`src/rtl/jk_input_conditioner.sv`:
```
// Conditions raw J/K switches (2-flop sync + debounce FSM) and produces the slow tick strobe.
// Define JK_EDGE_CAPTURE_EN to hold short debounced presses until the next tick.
module jk_input_conditioner #(
    parameter int DEBOUNCE_CYCLES = 1000000,
    parameter int TICK_DIV_LOG2   = 25
) (
    input  logic clk,
    input  logic reset,
    input  logic j_raw,
    input  logic k_raw,
    output logic j_db,
    output logic k_db,
    output logic tick,
    output logic j_q,
    output logic k_q
);

    localparam int CNT_W = (DEBOUNCE_CYCLES < 1) ? 1 : $clog2(DEBOUNCE_CYCLES + 1);
    localparam logic [CNT_W-1:0] CNT_DONE = CNT_W'(DEBOUNCE_CYCLES);
    localparam logic [CNT_W-1:0] CNT_MAX  = '1;
    localparam logic [CNT_W-1:0] CNT_ONE  = CNT_W'(1);
    localparam logic [TICK_DIV_LOG2-1:0] TICK_PRE = {{(TICK_DIV_LOG2-1){1'b1}}, 1'b0};

    typedef enum logic [1:0] {STABLE_LO, CHK_HI, STABLE_HI, CHK_LO} state_t;

    logic [1:0]       raw;
    logic [1:0]       sync_p0;
    logic [1:0]       sync_p1;
    state_t           state [2];
    logic [CNT_W-1:0] cnt [2];
    logic [1:0]       db;
    logic [1:0]       accept_hi;
    logic [1:0]       q_next;
    logic [1:0]       q_p2;
    logic [TICK_DIV_LOG2-1:0] tick_cnt;

    function automatic logic [CNT_W-1:0] sat_inc(input logic [CNT_W-1:0] v);
        return (v == CNT_MAX) ? v : v + CNT_ONE;
    endfunction

    assign raw = {k_raw, j_raw};

    // Stage p0/p1: two-flop synchronizer, then per-channel debounce FSM on sync_p1
    always_ff @(posedge clk) begin
        if (reset) begin
            sync_p0 <= '0;
            sync_p1 <= '0;
            for (int c = 0; c < 2; c++) begin
                state[c] <= STABLE_LO;
                cnt[c]   <= '0;
            end
        end else begin
            sync_p0 <= raw;
            sync_p1 <= sync_p0;
            for (int c = 0; c < 2; c++) begin
                unique case (state[c])
                    STABLE_LO: begin
                        if (sync_p1[c]) begin
                            state[c] <= CHK_HI;
                            cnt[c]   <= CNT_ONE;
                        end else begin
                            cnt[c] <= '0;
                        end
                    end
                    CHK_HI: begin
                        if (!sync_p1[c]) begin
                            state[c] <= STABLE_LO;
                            cnt[c]   <= '0;
                        end else if (cnt[c] == CNT_DONE) begin
                            state[c] <= STABLE_HI;
                            cnt[c]   <= '0;
                        end else begin
                            cnt[c] <= sat_inc(cnt[c]);
                        end
                    end
                    STABLE_HI: begin
                        if (!sync_p1[c]) begin
                            state[c] <= CHK_LO;
                            cnt[c]   <= CNT_ONE;
                        end else begin
                            cnt[c] <= '0;
                        end
                    end
                    CHK_LO: begin
                        if (sync_p1[c]) begin
                            state[c] <= STABLE_HI;
                            cnt[c]   <= '0;
                        end else if (cnt[c] == CNT_DONE) begin
                            state[c] <= STABLE_LO;
                            cnt[c]   <= '0;
                        end else begin
                            cnt[c] <= sat_inc(cnt[c]);
                        end
                    end
                endcase
            end
        end
    end

    always_comb begin
        db        = '0;
        accept_hi = '0;
        for (int c = 0; c < 2; c++) begin
            db[c]        = (state[c] == STABLE_HI) || (state[c] == CHK_LO);
            accept_hi[c] = (state[c] == CHK_HI) && sync_p1[c] && (cnt[c] == CNT_DONE);
        end
    end

    // Tick is registered one count early so it is high while the counter holds all-ones
    always_ff @(posedge clk) begin
        if (reset) begin
            tick_cnt <= '0;
            tick     <= 1'b0;
        end else begin
            tick_cnt <= tick_cnt + TICK_DIV_LOG2'(1);
            tick     <= (tick_cnt == TICK_PRE);
        end
    end

`ifdef JK_EDGE_CAPTURE_EN
    logic [1:0] sticky;

    // A rise on the tick edge itself must survive into the following period
    always_ff @(posedge clk) begin
        if (reset) begin
            sticky <= '0;
        end else if (tick) begin
            sticky <= accept_hi;
        end else begin
            sticky <= sticky | accept_hi;
        end
    end

    assign q_next = db | sticky;
`else
    assign q_next = db;
`endif

    // Stage p2: levels presented to the JK stage, refreshed only on tick
    always_ff @(posedge clk) begin
        if (reset) begin
            q_p2 <= '0;
        end else if (tick) begin
            q_p2 <= q_next;
        end
    end

    assign j_db = db[0];
    assign k_db = db[1];
    assign j_q  = q_p2[0];
    assign k_q  = q_p2[1];

endmodule

```
`config.mk`:
```
export PLATFORM = sky130hd
export DESIGN_NAME = jk_input_conditioner
export DESIGN_NICKNAME = d
export VERILOG_FILES = /design/src/rtl/jk_input_conditioner.sv
export SDC_FILE = /design/constraint.sdc
export NUM_CORES = 1
export LEC_CHECK = 0
export ABC_AREA = 1
export BUFFER_PORTS_ARGS = -buffer_cell sky130_fd_sc_hd__buf_2
export CAP_MARGIN = 25
export CORE_UTILIZATION = 25
export CTS_BUF_LIST = sky130_fd_sc_hd__clkbuf_4
export CTS_CLUSTER_SIZE = 10
export DETAILED_ROUTE_END_ITERATION = 12
export SLEW_MARGIN = 10
export SYNTH_ARGS = -nofsm -noshare
export SYNTH_HDL_FRONTEND = slang
export SYNTH_SLANG_ARGS = --single-unit
export TNS_END_PERCENT = 1
```
`constraint.sdc`:
```
create_clock -name clk -period 3.22 [get_ports clk]
set_input_delay 0.161 -clock clk [delete_from_list [all_inputs] [get_ports clk]]
set_output_delay 0.161 -clock clk [all_outputs]
set_load 0.01 [all_outputs]
```
# ---- Word-level counts from Yosys, hierarchy flattened
# Memory sizes are Yosys's and may differ from the RTL's.
# Index checks and enable logic that the tools add are counted.
dict set report word_totals {
  ramBits 44
  output_inout_bits 5
  n_memories 2
  ff_bits 32
}
dict set report classes {
  n_eq_ne 11
  n_bitwise 32
  reduce_logical 4
  add_sub_neg 3
  muxes 112
}
# name words width read_ports rd_ports_with_merged_regs wr line
set mem_list {}
lappend mem_list {cnt 2 20 2 0 2 30} ;# logic [CNT_W-1:0] cnt [2];
lappend mem_list {state 2 2 2 0 2 29} ;# state_t state [2];
# operator n
set ops {}
lappend ops {{20-bit two-way mux} 22}
lappend ops {{20-bit equality test, second input constant} 4}
lappend ops {{1-bit two-way mux} 78}
lappend ops {{20-bit by 1-bit adder with 20-bit output, second input constant} 2}
lappend ops {{1-bit OR} 32}
lappend ops {{25-bit by 1-bit adder with 25-bit output, second input constant} 1}
lappend ops {{25-bit equality test, second input constant} 1}
lappend ops {{2-bit two-way mux} 12}
lappend ops {{2-bit equality test, second input constant} 4}
lappend ops {{2-bit by 1-bit equality test with 1-bit output, second input constant} 2}
lappend ops {{2-bit zero test} 2}
lappend ops {{1-bit logical OR} 2}

# ---- Logic depth before layout (Yosys ltp)
dict set report logic_depth {
  depth_word 14
  depth_mapped 12
}

# ---- Worst setup path after synthesis
# Ideal clock, no wire load.
dict set report synth_path {
  kind {flip-flop to flip-flop}
  from {mem cnt[0][0] (netlist bit)}
  to {mem cnt[0][3] (netlist bit) (data pin)}
  t_required_ps 2966
  arrival_ps 1455
  path_stages_with_launch 10
  setup_time_ps 254
  setup_slack_ps 1511
  path_cell_list {edfxtp_1 > ha_1 > nand3_2 > nor2_4 > nand3_4 > nor2_4 > nand2_4 > nand2_2 > xor2_1 > nor2_1}
}
# item line
set synth_lines {}
lappend synth_lines {{start: declaration} 30}

==> metrics.yaml <==
status: "finished, final reports clean"
r2r_end: "cnt[0][0]"
syn-cell-area_um2: 4705
arrival_ps: 2230
drt-total-wl_um: 9258
setup_violations: 0
dieArea_um2: 19370
holdPathEnd: "tick_cnt[5]"
period_minus_slack_ps: 2045
reg2reg_depth: 9
synth_edf_count: 44
cts_inserted_buffers: 9
critPathSlowestCell: "edfxtp_1"
path_cells: "ha_1, nand3_2, inv_2, nand2_1, nor2_2, nand2_2, xor2_1, nand2_1, a21oi_1"
yosysTopAreaCell: "edfxtp_1"
clockRootBuffer: "clkbuf_4"
cp.required_ps: 3400
switching_share_pct: 28.36
worst_ir_drop_vdd_uv: 226.7
worst_slew_pin_slew_ps: 600.1
dp_hpwl_um: 7098
switchingPower_w: 0.0005482
hold_path_startpoint: "reset"
synth_cell_types: 44
maxCapViolations: 0
initial_core_util_pct: 25.84
fmax_mhz: 489.1
synthFlopType: "edfxtp_1"
io_buffer_count: 8
die_x_um: 139.2
area_growth_pct: 12.42
grt_pass1_vias: 3622
die-height_um: 139.2
reg2reg_slack_ps: 1180
final_common_cell: "nand2_1"
ys_ff_latch: 76
first_pass_iters: 6
endpoint_kind: "flip-flop"
rsz0062_at_grt: "no"
yosys-top-cells-area: "edfxtp_1 (28%), dfxtp_1 (14%), nand2_1 (9.7%), nor2_1 (6.9%), inv_1 (5.7%)"
fp.coreArea_um2: 18210
drt-initial-drc-count: 160
wire_per_inst_um: 10.44
p_total_w: 0.001933
skew_ps: 19.49
final_cells: 887
cts_max_path_buffers: 2
finalHoldViolations: 0
relSlewSlack_pct: 59.99
row_count: 49
antenna_left: 0
cts_sinks: 76
r2r_start: "cnt[0][0]"
intPower_w: 0.001385
vias_per_cell: 4.300
drive_gt1_share_pct: 13.37
cts_setup_buffers: 0
path_common_cell: "nand2_1"
place_inst: 869
cp-startpoint: "cnt[0][0]"
grt_util_all_layers_pct: 10.40
clkLatencyLatePin_ps: 450
setup_tns_ps: 0
htree_num_levels: 3
maxSlewViolCount: 0
hp-class: "in -> reg"
gr-total-overflow: 0
synth_top_area_share_pct: 28.09
grt_start_max_net_pins: 29
startpoint_type: "flip-flop"
p_comb_share_pct: 9.2
p_clk_share_pct: 32.6
fin_nets: 663
syn_inst: 601
layout_common_cells: "nand2_1 (121), nor2_1 (86), inv_1 (71)"
crit_path_max_fanout: 13
ys.warnings.count: 0
power_frac_seq_pct: 58.2
grt_antenna_before_repair: 0
drc: 0
clkTransAtPathRegs_ps: 140
ys_async_sr_fraction_pct: 0
num_vias: 3814
io_pins: 9
ys_seq_area_share_pct: 41.70
max_stage_delay_ps: 510
grt_pass1_wl_um: 16430
placed_area_um2: 5121
place_congestion: 0.9030
cts_tree: "yes"
antenna_cells: 0
leakage_nw: 2.040
fin_crit_sh_pct: 63.50
p_per_area_nw_per_um2: 365.5
hold_depth: 2
synth_area_per_cell_um2: 7.828
criticalPathCategory: "reg -> reg"
final_cell_area_um2: 5289
critical path: cells and delay by family, from the launching register on:
family	cells	cell delay, ps
flip-flops	1	510
adder cells (fa/ha/maj)	1	270
XOR/XNOR	1	210
buffers and inverters	1	90
AO/OA/AOI/OAI	1	60
AND/OR/NAND/NOR	5	640
sequential cells by signal, indices dropped and copies added, names as in the netlist:
| register | cells |
|---|---|
| tick | 1 |
| sync_p1 | 2 |
| tick_cnt | 25 |
| cnt | 40 |
| state | 4 |
| q_p2 | 2 |
| sync_p0 | 2 |
cell type report:
| type | instances | area [um2] |
|---|---|---|
| Fill cell | 1946 | 12920 |
| Multi-Input combinational cell | 475 | 2525 |
| Sequential cell | 76 | 1962 |
| Inverter | 80 | 300.3 |
| Tap cell | 229 | 286.5 |
| Clock inverter | 7 | 80.08 |
| Clock buffer | 9 | 67.56 |
| Timing Repair Buffer | 11 | 67.56 |
cell families (layout without fill, tap and decap cells):
kind of cell / after synthesis / in the layout / synth area share (%)
AO/OA/AOI/OAI: 76 / 76 / 9.601
buffers and inverters: 89 / 107 / 7.739
AND/OR/NAND/NOR: 325 / 325 / 34.07
flip-flops: 76 / 76 / 41.70
XOR/XNOR: 28 / 28 / 5.213
other: 1 / 40 / 0.07971
adder cells (fa/ha/maj): 6 / 6 / 1.596
power groups by stage:
stage	combinational [W]	clock, W	sequential [W]
floorplan	0.000150	0	0.00113
global placement	0.000177	0	0.00115
detailed placement	0.000177	0	0.00115
CTS	0.000180	0.000664	0.00113
global route	0.000208	0.000691	0.00113
finish	0.000178	0.000629	0.00113
metal layers:
layer	global-route usage (%)	share of wire, %
met1	12.97	50
met2	17.49	45
met3	3.004	3.6
met4	2.749	1.2
met5	0	0
how the worst max path moves through the flow:
stage | to | slack [ps]
global route | cnt[0][0] | 1030
global placement | cnt[0][2] | 1110
finish | cnt[0][0] | 1180
floorplan | cnt[0][3] | 1510
CTS | cnt[0][0] | 1180
detailed placement | cnt[0][2] | 1040
repair_timing:
action / in CTS / in global routing
resized for setup: 0 / 0
hold buffers: 2 / 0
hold endpoints to repair: 2 / 0
cells in the mapped netlist, drive strengths merged (4+ instances only):
cell / count
edfxtp: 44
xnor2: 5
nand2: 133
nand4: 15
nand3b: 6
nor3: 22
inv: 79
xor2: 23
buf: 4
clkbuf: 5
nand3: 35
o21ai: 22
ha: 6
a21oi: 42
dfxtp: 32
nor2: 106
stage by stage:
step | hold WS, ps | setup slack [ps] | utilization [%]
2_1_floorplan | 268.0 | 1511 | -
3_3_place_gp | 364.8 | 1111 | 28.12
3_5_place_dp | 369.3 | 1039 | 28.12
4_1_cts | 170.0 | 1178 | 29.05
5_1_grt | 185.0 | 1027 | 29.05
6_report | 202.1 | 1175 | 29.05
Power figures use the tool's default switching activity.
